File: src/rtl/srio_type9_unpack.sv
// Type 9 data-streaming receive unpacker: strips the header beat, filters on stream ID,
// forwards the payload with TKEEP on the final beat, and counts forwarded, dropped and errored packets.
module srio_type9_unpack #(
  parameter int CNT_W   = 16,
  parameter int MAX_LEN = 65535
) (
  input  logic             AXIS_ACLK,
  input  logic             AXIS_ARESETN,
  input  logic             S_AXIS_TVALID,
  output logic             S_AXIS_TREADY,
  input  logic [63:0]      S_AXIS_TDATA,
  input  logic             S_AXIS_TLAST,
  input  logic [31:0]      S_AXIS_TUSER,
  output logic             M_AXIS_TVALID,
  input  logic             M_AXIS_TREADY,
  output logic [63:0]      M_AXIS_TDATA,
  output logic [7:0]       M_AXIS_TKEEP,
  output logic             M_AXIS_TLAST,
  output logic [31:0]      M_AXIS_TUSER,
  input  logic             cfg_enable,
  input  logic [15:0]      cfg_stream_id,
  input  logic [15:0]      cfg_stream_mask,
  output logic [CNT_W-1:0] pkt_count,
  output logic [CNT_W-1:0] drop_count,
  output logic [CNT_W-1:0] err_count
);

  typedef enum logic [1:0] {HDR, PASS, DROP, DRAIN} state_t;

  localparam logic [16:0] MAX_LEN_W = 17'(MAX_LEN);

  state_t             state_q, state_d;
  logic [13:0]        cnt_q, cnt_d;
  logic [2:0]         rem_q, rem_d;
  logic               m_valid_q, m_valid_d;
  logic [63:0]        m_data_q, m_data_d;
  logic [7:0]         m_keep_q, m_keep_d;
  logic               m_last_q, m_last_d;
  logic [31:0]        m_user_q, m_user_d;
  logic [CNT_W-1:0]   pkt_q, drop_q, err_q;
  logic               inc_pkt, inc_drop, inc_err;

  logic [15:0]        hdr_sid, hdr_len;
  logic [3:0]         hdr_ftype;
  logic               hdr_match, hdr_too_long;
  logic [16:0]        len_plus;
  logic [13:0]        hdr_exp;
  logic               s_ready, accept, last_exp;
  logic [7:0]         final_keep;
  logic               unused_len_bits;

  assign hdr_sid      = S_AXIS_TDATA[63:48];
  assign hdr_ftype    = S_AXIS_TDATA[39:36];
  assign hdr_len      = S_AXIS_TDATA[31:16];
  assign hdr_match    = (hdr_ftype == 4'h9) && cfg_enable &&
                        (((hdr_sid ^ cfg_stream_id) & cfg_stream_mask) == 16'h0000);
  assign hdr_too_long = {1'b0, hdr_len} > MAX_LEN_W;
  // Beat count is ceil(length/8); the 17-bit sum avoids overflow at length 65535.
  assign len_plus        = {1'b0, hdr_len} + 17'd7;
  assign hdr_exp         = len_plus[16:3];
  assign unused_len_bits = ^len_plus[2:0];

  assign s_ready    = (state_q == DROP) || (state_q == DRAIN) || !m_valid_q || M_AXIS_TREADY;
  assign accept     = S_AXIS_TVALID && s_ready;
  assign last_exp   = (cnt_q == 14'd1);
  assign final_keep = (rem_q == 3'd0) ? 8'hFF : (8'hFF << (4'd8 - {1'b0, rem_q}));

  always_comb begin
    state_d   = state_q;
    cnt_d     = cnt_q;
    rem_d     = rem_q;
    m_valid_d = m_valid_q && !M_AXIS_TREADY;
    m_data_d  = m_data_q;
    m_keep_d  = m_keep_q;
    m_last_d  = m_last_q;
    m_user_d  = m_user_q;
    inc_pkt   = 1'b0;
    inc_drop  = 1'b0;
    inc_err   = 1'b0;
    if (accept) begin
      case (state_q)
        HDR: begin
          if (S_AXIS_TLAST) begin
            if (hdr_len == 16'd0) inc_drop = 1'b1;
            else                  inc_err  = 1'b1;
          end else if (hdr_len == 16'd0 || !hdr_match) begin
            inc_drop = 1'b1;
            state_d  = DROP;
          end else if (hdr_too_long) begin
            inc_err = 1'b1;
            state_d = DROP;
          end else begin
            m_user_d = S_AXIS_TUSER;
            cnt_d    = hdr_exp;
            rem_d    = hdr_len[2:0];
            state_d  = PASS;
          end
        end
        PASS: begin
          m_valid_d = 1'b1;
          m_data_d  = S_AXIS_TDATA;
          m_keep_d  = last_exp ? final_keep : 8'hFF;
          m_last_d  = last_exp || S_AXIS_TLAST;
          cnt_d     = cnt_q - 14'd1;
          if (last_exp) begin
            if (S_AXIS_TLAST) begin
              inc_pkt = 1'b1;
              state_d = HDR;
            end else begin
              inc_err = 1'b1;
              state_d = DRAIN;
            end
          end else if (S_AXIS_TLAST) begin
            inc_err = 1'b1;
            state_d = HDR;
          end
        end
        default: begin
          if (S_AXIS_TLAST) state_d = HDR;
        end
      endcase
    end
  end

  always_ff @(posedge AXIS_ACLK) begin
    if (!AXIS_ARESETN) begin
      state_q   <= HDR;
      cnt_q     <= '0;
      rem_q     <= '0;
      m_valid_q <= 1'b0;
      m_data_q  <= '0;
      m_keep_q  <= '0;
      m_last_q  <= 1'b0;
      m_user_q  <= '0;
      pkt_q     <= '0;
      drop_q    <= '0;
      err_q     <= '0;
    end else begin
      state_q   <= state_d;
      cnt_q     <= cnt_d;
      rem_q     <= rem_d;
      m_valid_q <= m_valid_d;
      m_data_q  <= m_data_d;
      m_keep_q  <= m_keep_d;
      m_last_q  <= m_last_d;
      m_user_q  <= m_user_d;
      if (inc_pkt)  pkt_q  <= pkt_q  + CNT_W'(1);
      if (inc_drop) drop_q <= drop_q + CNT_W'(1);
      if (inc_err)  err_q  <= err_q  + CNT_W'(1);
    end
  end

  assign S_AXIS_TREADY = s_ready;
  assign M_AXIS_TVALID = m_valid_q;
  assign M_AXIS_TDATA  = m_data_q;
  assign M_AXIS_TKEEP  = m_keep_q;
  assign M_AXIS_TLAST  = m_last_q;
  assign M_AXIS_TUSER  = m_user_q;
  assign pkt_count     = pkt_q;
  assign drop_count    = drop_q;
  assign err_count     = err_q;

endmodule

File: config.mk
export PLATFORM = sky130hd
export DESIGN_NAME = srio_type9_unpack
export DESIGN_NICKNAME = d
export VERILOG_FILES = /design/src/rtl/srio_type9_unpack.sv
export SDC_FILE = /design/constraint.sdc
export NUM_CORES = 1
export LEC_CHECK = 0
export BUFFER_PORTS_ARGS = -buffer_cell sky130_fd_sc_hd__buf_2
export CAP_MARGIN = 20
export CORE_UTILIZATION = 24
export DETAILED_ROUTE_END_ITERATION = 10
export SETUP_SLACK_MARGIN = 0.3
export SYNTH_ARGS = -nofsm -noshare
export SYNTH_HDL_FRONTEND = slang
export SYNTH_SLANG_ARGS = --single-unit
File: constraint.sdc
create_clock -name AXIS_ACLK -period 2.9 [get_ports AXIS_ACLK]
set_clock_uncertainty 0.15 [all_clocks]
set_input_delay 0.58 -clock AXIS_ACLK [delete_from_list [all_inputs] [get_ports AXIS_ACLK]]
set_output_delay 0.58 -clock AXIS_ACLK [all_outputs]
set_load 0.05 [all_outputs]
* Word level (Yosys, flattened, before mapping)
Cells that the tools add are included.
** Cells by class
- Equality and inequality tests :: 7
- Add/sub/neg operators :: 6
- Mux-type cells :: 28
- Reductions and logical operators :: 21
- Shift operators :: 1
- Bitwise operators :: 4
** Operators with widths (count)
- 16-bit by 1-bit adder with 16-bit output (second input constant) :: 3
- 16-bit logical NOT :: 2
- 14-bit 2-to-1 mux :: 2
- 14-bit case mux with 2 select lines :: 1
- 16-bit by 3-bit adder with 17-bit output (second input constant) :: 1
- 16-bit bitwise AND :: 1
- 1-bit 2-to-1 mux :: 16
- 8-bit 2-to-1 mux :: 2
- 16-bit XOR :: 1
- 14-bit by 1-bit equality test with 1-bit output (second input constant) :: 1
- 14-bit by 1-bit subtractor with 14-bit output (second input constant) :: 1
- 2-bit 2-to-1 mux :: 5
- 4-bit AND reduction :: 2
- 8-bit by 4-bit << shifter with 8-bit output (first input constant) :: 1
- 1-bit logical OR :: 5
- 2-bit equality test (second input constant) :: 2
- 4-bit equality test (second input constant) :: 1
- 1-bit logical AND :: 4
- 2-bit != test (second input constant) :: 2
- 2-bit case mux with 2 select lines :: 1
- 2-bit AND reduction :: 2
- 4-bit by 3-bit subtractor with 4-bit output (first input constant) :: 1
- 1-bit logical NOT :: 3
- 3-bit logical NOT :: 1
- other kinds (5) :: 6
** Word-level totals
- Bits of input ports :: 134
- Register bits after elaboration :: 173
- Output and inout bits :: 155
- Logic and storage cells :: 78

* Depth between registers and ports, before layout
Gate-level depths: netlist (run 1).
- Depth in word-level cells :: 10
- Gate-level depth with buffers :: 13
- Gate-level depth less buffers :: 12

* Worst setup path before layout (run 1)
Ideal clock, no wire load.
- Path kind :: input to register
- Start :: in S_AXIS_TDATA[19]
- End :: reg drop_q[7] (netlist: drop_count[7])
- Path buffers :: 1
- Stages on the path :: 8
- Data required time :: 2680 ps
- Library setup time :: 70 ps
- Setup slack :: 121 ps
- Arrival :: 2558 ps
- Path through :: nor4_1 > nand4_1 > or4_1 > a211o_1 > or2_1 > clkbuf_2 > or3_1 > a21oi_1
** Between the ends
- Longest elaborated chain between the ends :: 6
- Elaborated cells between the ends (all ways) :: 7
- Those cells by class :: 5 x mux; 2 x reduce/logical
** Ends and longest elaborated chain
- start, declared :: RTL line 11 : input logic [63:0] S_AXIS_TDATA,
- 16-bit logical NOT (*) :: RTL line 84, 86
- 1-bit logical OR :: RTL line 86 : end else if (hdr_len == 16'd0 || !hdr_match) begin
- 1-bit 2-to-1 mux :: RTL line 86
- 1-bit 2-to-1 mux (*) :: RTL line 83 : if (S_AXIS_TLAST) begin
- 1-bit 2-to-1 mux (*) :: RTL line 81 : case (state_q)
- 1-bit 2-to-1 mux (*) :: RTL line 80 : if (accept) begin
- end signal, assigned :: RTL line 148 : if (inc_drop) drop_q <= drop_q + CNT_W'(1);
- end, declared :: RTL line 40 : logic [CNT_W-1:0] pkt_q, drop_q, err_q;
Every way passes the cells marked *; elsewhere a longest branch is shown, timed or not.
A chain may end at the register's enable or synchronous reset.

* Worst setup path after layout (run 1)
- Start :: in S_AXIS_TDATA[20]
- End :: reg drop_q[8] (netlist: drop_count[8])
The elaborated chain is that of the path after synthesis.

==> run_summary.xml, run 1 <==
<?xml version="1.0" encoding="UTF-8"?>
<metrics>
  <group name="logic_synthesis">
    <metric name="dominantRegCellSynth" unit="">dfxtp_1</metric>
    <metric name="synth-async-reset-ratio" unit="%">0</metric>
    <metric name="yosys.area_share.simple" unit="%">25.33</metric>
    <metric name="avgSynthCellArea" unit="um2">7.885</metric>
    <metric name="synth_top_family_by_area" unit="">simple AND/OR/NAND/NOR gates</metric>
    <metric name="synth.ff_latch_count" unit="">173</metric>
    <metric name="synth.cell_area" unit="um2">7443</metric>
    <metric name="number_of_synthesized_flops_with_an_enable_pin" unit="">0</metric>
    <metric name="synth_cells" unit="">944</metric>
    <metric name="post_synth_fa_ha_maj_area_fraction" unit="%">1.849</metric>
    <metric name="synth.net_count" unit="">1089</metric>
    <metric name="yosysWarnings" unit="">0</metric>
    <metric name="synth.lib_cells_used.distinct" unit="">48</metric>
    <metric name="yosys-mux-area-fraction" unit="%">0.9413</metric>
    <metric name="synth_compound_gate_area_share" unit="%">14.83</metric>
    <metric name="ys_seq_area_share" unit="%">46.53</metric>
    <metric name="yosys.area_share.xor_xnor" unit="%">7.178</metric>
  </group>
  <group name="placement">
    <metric name="dp.final_hpwl" unit="um">16490</metric>
    <metric name="gpl.final_weighted_congestion" unit="">0.8523</metric>
    <metric name="portBuffers" unit="">288</metric>
  </group>
  <group name="drt">
    <metric name="drcViolationCount" unit="">0</metric>
    <metric name="wl" unit="um">22990</metric>
    <metric name="drt_iter0_drc" unit="">397</metric>
    <metric name="detailedRoute.firstPassIterationCount" unit="">5</metric>
    <metric name="drt.antenna.violating_nets" unit="">0</metric>
    <metric name="route.detailed.vias_per_inst" unit="">4.558</metric>
    <metric name="routed-via-count" unit="">7598</metric>
    <metric name="average_wire_per_standard_cell" unit="um">13.79</metric>
  </group>
  <group name="clock_tree">
    <metric name="clock_tree_from_tritoncts" unit="">yes</metric>
    <metric name="clock_sink_count" unit="">173</metric>
    <metric name="cts-root-buf" unit="">clkbuf_16</metric>
    <metric name="cts.clk_slew.worst_paths" unit="ns">0.08</metric>
    <metric name="ctsHtreeMaxLevel" unit="">4</metric>
    <metric name="clk_path_buf_depth" unit="">2</metric>
    <metric name="worstSkewPairLatency" unit="ns">0.43</metric>
    <metric name="cts_buffers" unit="">17</metric>
  </group>
  <group name="floorplanning">
    <metric name="row_count" unit="">64</metric>
    <metric name="core_ar" unit="um2">30590</metric>
    <metric name="design.die.area" unit="um2">31720</metric>
    <metric name="fp.dieH" unit="um">178.1</metric>
    <metric name="io-pin-count" unit="">289</metric>
    <metric name="die_x" unit="um">178.1</metric>
    <metric name="floorplan.initialDensity" unit="%">24.33</metric>
  </group>
  <group name="critical_path">
    <metric name="worstSetupStartpointType" unit="">input port</metric>
    <metric name="regToRegStartpoint" unit="">cnt_q[9]</metric>
    <metric name="worstReg2RegEnd" unit="">err_count[11]</metric>
    <metric name="r2r_setup_slack" unit="ns">0.30</metric>
    <metric name="critPathRequiredTime" unit="ns">3.11</metric>
    <metric name="arrival" unit="ns">2.85</metric>
    <metric name="worstSetupPathType" unit="">in -&gt; reg</metric>
    <metric name="cp_max_fo" unit="">6</metric>
    <metric name="critPathCaptureType" unit="">flop</metric>
    <metric name="worst-r2r-cell-count" unit="">9</metric>
  </group>
  <group name="pwr">
    <metric name="total_leakage_power" unit="nW">4.611</metric>
    <metric name="totalPowerFinal" unit="mW">5.254</metric>
    <metric name="power_density" unit="nW/um2">494.5</metric>
    <metric name="vdd_drop_max" unit="uV">373.6</metric>
  </group>
  <group name="global_routing">
    <metric name="vias_in_the_first_global_route" unit="">6837</metric>
    <metric name="grt_first_pass_wirelength" unit="um">35390</metric>
    <metric name="largest_net_degree_at_the_start_of_global_routing" unit="">58</metric>
    <metric name="grtUsageMet1" unit="%">18.28</metric>
    <metric name="grt_remaining_overflow" unit="">0</metric>
    <metric name="top_usage_layer" unit="">met2</metric>
    <metric name="globalRouteMet2Util" unit="%">22.75</metric>
    <metric name="number_of_antenna_violations_at_the_first_check_in_global_routing" unit="">0</metric>
    <metric name="grt_use_total" unit="%">14.14</metric>
    <metric name="grt.met3_usage" unit="%">3.772</metric>
  </group>
  <group name="finish">
    <metric name="n_antenna_cell" unit="">0</metric>
    <metric name="drive_above_1_share" unit="%">33.44</metric>
    <metric name="final_net_count" unit="">1403</metric>
    <metric name="syn2layout_area_growth" unit="%">42.76</metric>
    <metric name="core_utilization_of_the_finished_layout" unit="%">34.74</metric>
  </group>
  <group name="worst_hold_path">
    <metric name="holdPathStages" unit="">3</metric>
    <metric name="hold_path.class" unit="">in -&gt; reg</metric>
    <metric name="worstHoldEndpoint" unit="">M_AXIS_TDATA[47]</metric>
    <metric name="min_from" unit="">S_AXIS_TDATA[47]</metric>
  </group>
  <group name="sta">
    <metric name="slew_viol_final" unit="">0</metric>
    <metric name="hold_viol_final" unit="">0</metric>
    <metric name="rsz0062_at_grt" unit="">yes</metric>
    <metric name="slew-limit-headroom" unit="%">54.66</metric>
    <metric name="final.min_clock_period" unit="ns">2.645</metric>
    <metric name="final.period_utilization" unit="%">91.19</metric>
    <metric name="worst_slew_pin_slew" unit="ns">0.6802</metric>
    <metric name="timing.fmax" unit="MHz">378.1</metric>
    <metric name="setup_violations" unit="">0</metric>
  </group>
  <group name="outcome">
    <metric name="run_status" unit="">complete, no violations</metric>
  </group>
  <group name="flow_run">
    <metric name="max-cap-violations" unit="">0</metric>
  </group>
</metrics>
-- sequential cells by signal, summed over array words and instances (netlist names) --
name / flops
pkt_count: 16
M_AXIS_TKEEP: 8
drop_count: 16
M_AXIS_TDATA: 64
rem_q: 3
state_q: 2
M_AXIS_TLAST: 1
M_AXIS_TUSER: 32
err_count: 16
M_AXIS_TVALID: 1
cnt_q: 14
-- through the flow --
step	setup slack [ns]	std cells	setup TNS (ns)	area, um2	hold WS, ns
after detailed placement	-0.2603	1622	-8.410	9638	0.2919
after global placement	-0.2632	1622	-7.763	9638	0.2853
after global routing	0.1329	1667	0	10630	0.2074
final	0.2555	1667	0	10630	0.2252
after floorplan	0.1694	944	0	7476	0.2950
after CTS	0.2061	1662	0	10420	0.1993
-- how the worst max path moves through the flow --
stage / from / endpoint / slack, ns / cells after the start
3_3_place_gp: S_AXIS_TDATA[20] / drop_count[7] / -0.26 / 8
6_report: S_AXIS_TDATA[20] / drop_count[8] / 0.26 / 8
4_1_cts: cnt_q[11] / err_count[11] / 0.21 / 9
2_1_floorplan: S_AXIS_TDATA[19] / drop_count[7] / 0.17 / 8
3_5_place_dp: S_AXIS_TDATA[20] / drop_count[8] / -0.26 / 8
5_1_grt: cnt_q[10] / pkt_count[7] / 0.13 / 10
-- synthesized netlist by cell type (2+ instances only) --
cell | n | area share (%)
xor2_1 | 35 | 4.1
nand2_1 | 251 | 13
nand2b_1 | 9 | 0.76
a31oi_1 | 2 | 0.17
nor4_1 | 10 | 0.84
o22ai_1 | 2 | 0.17
ha_1 | 11 | 1.8
nor2b_1 | 3 | 0.25
nor3b_1 | 6 | 0.61
clkbuf_1 | 50 | 2.5
o211ai_1 | 4 | 0.40
a41o_1 | 2 | 0.27
a21o_1 | 2 | 0.20
o21ai_0 | 31 | 2.1
and3_1 | 12 | 1.0
a22oi_1 | 8 | 0.81
o31ai_1 | 2 | 0.20
and2_1 | 6 | 0.50
a21oi_1 | 134 | 9.0
inv_1 | 10 | 0.50
and4_1 | 3 | 0.35
a211oi_1 | 5 | 0.50
nand3_1 | 17 | 1.1
a32o_1 | 2 | 0.27
mux2i_1 | 7 | 0.94
xnor2_1 | 26 | 3.1
nand4_1 | 16 | 1.3
nor3_1 | 21 | 1.4
buf_1 | 4 | 0.20
nor2_1 | 54 | 2.7
dfxtp_1 | 173 | 47
or3_1 | 9 | 0.76
or2_2 | 2 | 0.17
-- kinds of logic (layout without fill, tap and decap cells) --
family	after synthesis	after routing
simple gates	426	426
flops	173	173
compound gates	200	200
buf+inv	66	393
fa+ha+maj	11	11
xor+xnor	61	61
mux	7	7
-- routing by layer --
| metal | routed length (um) | up-vias |
|---|---|---|
| met5 | 0 | - |
| met4 | 325 | 0 |
| met3 | 1346 | 17 |
| met2 | 10700 | 213 |
| met1 | 10620 | 3547 |
| li1 | - | 3821 |
-- where the power goes --
group          total (mW)  leakage (nW)  internal [mW]  switching (mW)
Combinational       0.322          2.90          0.146           0.176
Clock                2.55         0.319           1.49            1.06
Sequential           2.38          1.40           2.38         0.00566
Total                5.25          4.61           4.01            1.24
-- cell usage in the layout, fill, tap and decap left out, types with 10 or more instances in the layout --
cell,count
buf_2,288
nand2_1,251
dfxtp_1,170
a21oi_1,130
buf_4,53
nor2_1,52
xor2_1,35
o21ai_0,31
xnor2_1,26
clkbuf_16,18
nand4_1,16
nand3_1,16
nor3_1,14
and3_1,12
ha_1,11
inv_1,10
-- layout make-up --
| class | count | area, um2 |
|---|---|---|
| clock inverters | 14 | 205.2 |
| inverters | 11 | 43.79 |
| clock buffers | 18 | 439.2 |
| well taps | 396 | 495.5 |
| multi-input cells | 705 | 3975 |
| repair buffers | 350 | 1998 |
| flip-flops and latches | 173 | 3470 |
| fillers | 3222 | 19960 |
-- repair_timing --
action,in CTS,in global routing
hold buffers,0,0
pin swaps,14,16
buffers inserted,8,4
resized for setup,18,31
endpoints found under the hold margin,0,0
cloned,0,1
setup endpoints to repair,49,70
-- worst max-delay path, cell delays in order --
cell and delay [ns]:
buf_2 0.11, nor4_2 0.27, nand4_1 0.21, or4_4 0.50, a211o_2 0.38, or2_1 0.29, or3_1 0.37, a21oi_1 0.13
(Power assumes the default switching activity.)
==> run 2, diff against run 1 <==
--- a/config.mk
+++ b/config.mk
@@ -7,8 +7,10 @@
 export LEC_CHECK = 0
 export BUFFER_PORTS_ARGS = -buffer_cell sky130_fd_sc_hd__buf_2
 export CAP_MARGIN = 20
+export CORE_MARGIN = 3
 export CORE_UTILIZATION = 24
 export DETAILED_ROUTE_END_ITERATION = 10
+export PLACE_DENSITY = 0.56
 export SETUP_SLACK_MARGIN = 0.3
 export SYNTH_ARGS = -nofsm -noshare
 export SYNTH_HDL_FRONTEND = slang
==> run_summary.xml, run 2 (synthesis gave the netlist of run 1 again) <==
<?xml version="1.0" encoding="UTF-8"?>
<metrics>
  <group name="worst_hold_path">
    <metric name="worstHoldEndpoint" unit="">M_AXIS_TDATA[14]</metric>
    <metric name="holdPathStages" unit="">3</metric>
    <metric name="hold_path.class" unit="">in -&gt; reg</metric>
    <metric name="min_from" unit="">S_AXIS_TDATA[14]</metric>
  </group>
  <group name="global_routing">
    <metric name="top_usage_layer" unit="">met2</metric>
    <metric name="grt_use_total" unit="%">14.03</metric>
    <metric name="grt_remaining_overflow" unit="">0</metric>
    <metric name="vias_in_the_first_global_route" unit="">7134</metric>
    <metric name="number_of_antenna_violations_at_the_first_check_in_global_routing" unit="">0</metric>
    <metric name="grt_first_pass_wirelength" unit="um">37630</metric>
    <metric name="grtUsageMet1" unit="%">17.90</metric>
    <metric name="globalRouteMet2Util" unit="%">22.70</metric>
    <metric name="grt.met3_usage" unit="%">4.285</metric>
    <metric name="largest_net_degree_at_the_start_of_global_routing" unit="">73</metric>
  </group>
  <group name="clock_tree">
    <metric name="cts-root-buf" unit="">clkbuf_16</metric>
    <metric name="clock_tree_from_tritoncts" unit="">yes</metric>
    <metric name="ctsHtreeMaxLevel" unit="">4</metric>
    <metric name="cts.clk_slew.worst_paths" unit="ns">0.07</metric>
    <metric name="clk_path_buf_depth" unit="">2</metric>
    <metric name="worstSkewPairLatency" unit="ns">0.43</metric>
    <metric name="post_cts_hold_buffer_count" unit="">0</metric>
    <metric name="clock_sink_count" unit="">173</metric>
    <metric name="cts_buffers" unit="">17</metric>
  </group>
  <group name="sta">
    <metric name="timing.fmax" unit="MHz">380.6</metric>
    <metric name="final.min_clock_period" unit="ns">2.628</metric>
    <metric name="hold_viol_final" unit="">0</metric>
    <metric name="worst_slew_pin_slew" unit="ns">0.7626</metric>
    <metric name="rsz0062_at_grt" unit="">yes</metric>
    <metric name="slew-limit-headroom" unit="%">49.16</metric>
    <metric name="setup_violations" unit="">0</metric>
    <metric name="slew_viol_final" unit="">0</metric>
    <metric name="final.period_utilization" unit="%">90.61</metric>
  </group>
  <group name="drt">
    <metric name="route.detailed.vias_per_inst" unit="">4.530</metric>
    <metric name="detailedRoute.firstPassIterationCount" unit="">4</metric>
    <metric name="drt.antenna.violating_nets" unit="">0</metric>
    <metric name="routed-via-count" unit="">7565</metric>
    <metric name="average_wire_per_standard_cell" unit="um">14.49</metric>
    <metric name="drcViolationCount" unit="">0</metric>
    <metric name="wl" unit="um">24200</metric>
    <metric name="drt_iter0_drc" unit="">331</metric>
  </group>
  <group name="pwr">
    <metric name="p_sw" unit="mW">1.202</metric>
    <metric name="sequentialPowerShare" unit="%">48.2</metric>
    <metric name="cellInternalPower" unit="mW">3.742</metric>
    <metric name="power_switching_share" unit="%">24.31</metric>
    <metric name="power_density" unit="nW/um2">469.1</metric>
    <metric name="totalPowerFinal" unit="mW">4.943</metric>
    <metric name="pwr-share-comb" unit="%">6.5</metric>
    <metric name="total_leakage_power" unit="nW">4.503</metric>
    <metric name="clock_power_share" unit="%">45.2</metric>
    <metric name="vdd_drop_max" unit="uV">357.9</metric>
  </group>
  <group name="placement">
    <metric name="portBuffers" unit="">288</metric>
    <metric name="placement.cell_area" unit="um2">9696</metric>
    <metric name="dp.final_hpwl" unit="um">17210</metric>
    <metric name="gpl.final_weighted_congestion" unit="">0.7802</metric>
  </group>
  <group name="critical_path">
    <metric name="cp_max_fo" unit="">5</metric>
    <metric name="worstReg2RegEnd" unit="">err_count[11]</metric>
    <metric name="critical_path.startpoint" unit="">cnt_q[10]</metric>
    <metric name="worstSetupStartpointType" unit="">flop</metric>
    <metric name="regToRegStartpoint" unit="">cnt_q[10]</metric>
    <metric name="worstSetupPathType" unit="">reg -&gt; reg</metric>
    <metric name="arrival" unit="ns">2.84</metric>
    <metric name="r2r_setup_slack" unit="ns">0.27</metric>
    <metric name="critPathCaptureType" unit="">flop</metric>
    <metric name="critPathRequiredTime" unit="ns">3.12</metric>
    <metric name="worst-r2r-cell-count" unit="">9</metric>
  </group>
  <group name="outcome">
    <metric name="run_status" unit="">complete, no violations</metric>
  </group>
  <group name="finish">
    <metric name="finalInstanceArea" unit="um2">10540</metric>
    <metric name="final_net_count" unit="">1411</metric>
    <metric name="largest_register_ffs" unit="">64</metric>
    <metric name="mostFrequentLayoutCells" unit="">buf_2 (288), nand2_1 (251), dfxtp_1 (171)</metric>
    <metric name="mostFrequentLayoutCell" unit="">buf_2</metric>
    <metric name="syn2layout_area_growth" unit="%">41.57</metric>
    <metric name="drive_above_1_share" unit="%">33.62</metric>
  </group>
  <group name="flow_run">
    <metric name="max-cap-violations" unit="">0</metric>
  </group>
  <group name="floorplanning">
    <metric name="floorplan.initialDensity" unit="%">24.72</metric>
    <metric name="io-pin-count" unit="">289</metric>
    <metric name="core_ar" unit="um2">30110</metric>
    <metric name="row_count" unit="">63</metric>
    <metric name="die_x" unit="um">182.1</metric>
    <metric name="design.die.area" unit="um2">33160</metric>
    <metric name="fp.dieH" unit="um">182.1</metric>
  </group>
</metrics>
-- run 2: how the worst max path moves through the flow --
stage | endpoint | cells after the start
after floorplan | drop_count[7] | 8
after global placement | M_AXIS_TUSER[8] | 10
after global routing | err_count[7] | 10
final | err_count[11] | 9
after CTS | err_count[11] | 9
after detailed placement | M_AXIS_TUSER[23] | 10
-- run 2: cell type report --
| class | count | area (um2) |
|---|---|---|
| Timing Repair Buffer | 358 | 2037 |
| Inverter | 11 | 43.79 |
| Clock buffer | 20 | 446.7 |
| Sequential cell | 173 | 3468 |
| Fill cell | 3213 | 19570 |
| Antenna cell | 1 | 2.502 |
| Multi-Input combinational cell | 705 | 3941 |
| Tap cell | 390 | 488.0 |
| Clock inverter | 12 | 110.1 |
-- run 2: metal layers --
metal | share of wire [%] | wire length [um]
met1 | 45 | 10940
met2 | 47 | 11350
met3 | 6.3 | 1525
met4 | 1.6 | 378
met5 | 0 | 0
-- run 2: power by group through the flow --
stage | sequential [mW] | clock (mW) | combinational (mW)
floorplan | 2.45 | 0 | 0.108
global placement | 2.44 | 0 | 0.313
detailed placement | 2.44 | 0 | 0.316
CTS | 2.38 | 2.34 | 0.323
global route | 2.38 | 2.44 | 0.355
finish | 2.38 | 2.24 | 0.324
-- run 2: metrics by stage --
stage	setup slack (ns)	util, %	hold WS (ns)	cells	TNS (ns)
2_1_floorplan	0.1694	-	0.2950	944	0
3_3_place_gp	-0.2202	32.20	0.2849	1623	-9.022
3_5_place_dp	-0.2778	32.20	0.2910	1623	-10.40
4_1_cts	0.2313	34.45	0.1857	1665	0
5_1_grt	0.1933	34.99	0.2002	1669	0
6_report	0.2722	35.00	0.2252	1670	0
-- run 2: what timing repair did --
item	4_1_cts	5_1_grt
setup buffers	10	4
pin swaps	4	23
gates resized for setup	10	34
endpoints found under the setup margin	60	62
-- run 2: critical path: stages, from the launching register on --
cell and delay [ns]:
dfxtp_2 0.33, or3_4 0.40, nor3_4 0.20, nand4_1 0.18, ha_1 0.34, a32oi_2 0.06
buf_4 0.17, or2_4 0.23, or3_1 0.37, a21oi_1 0.12
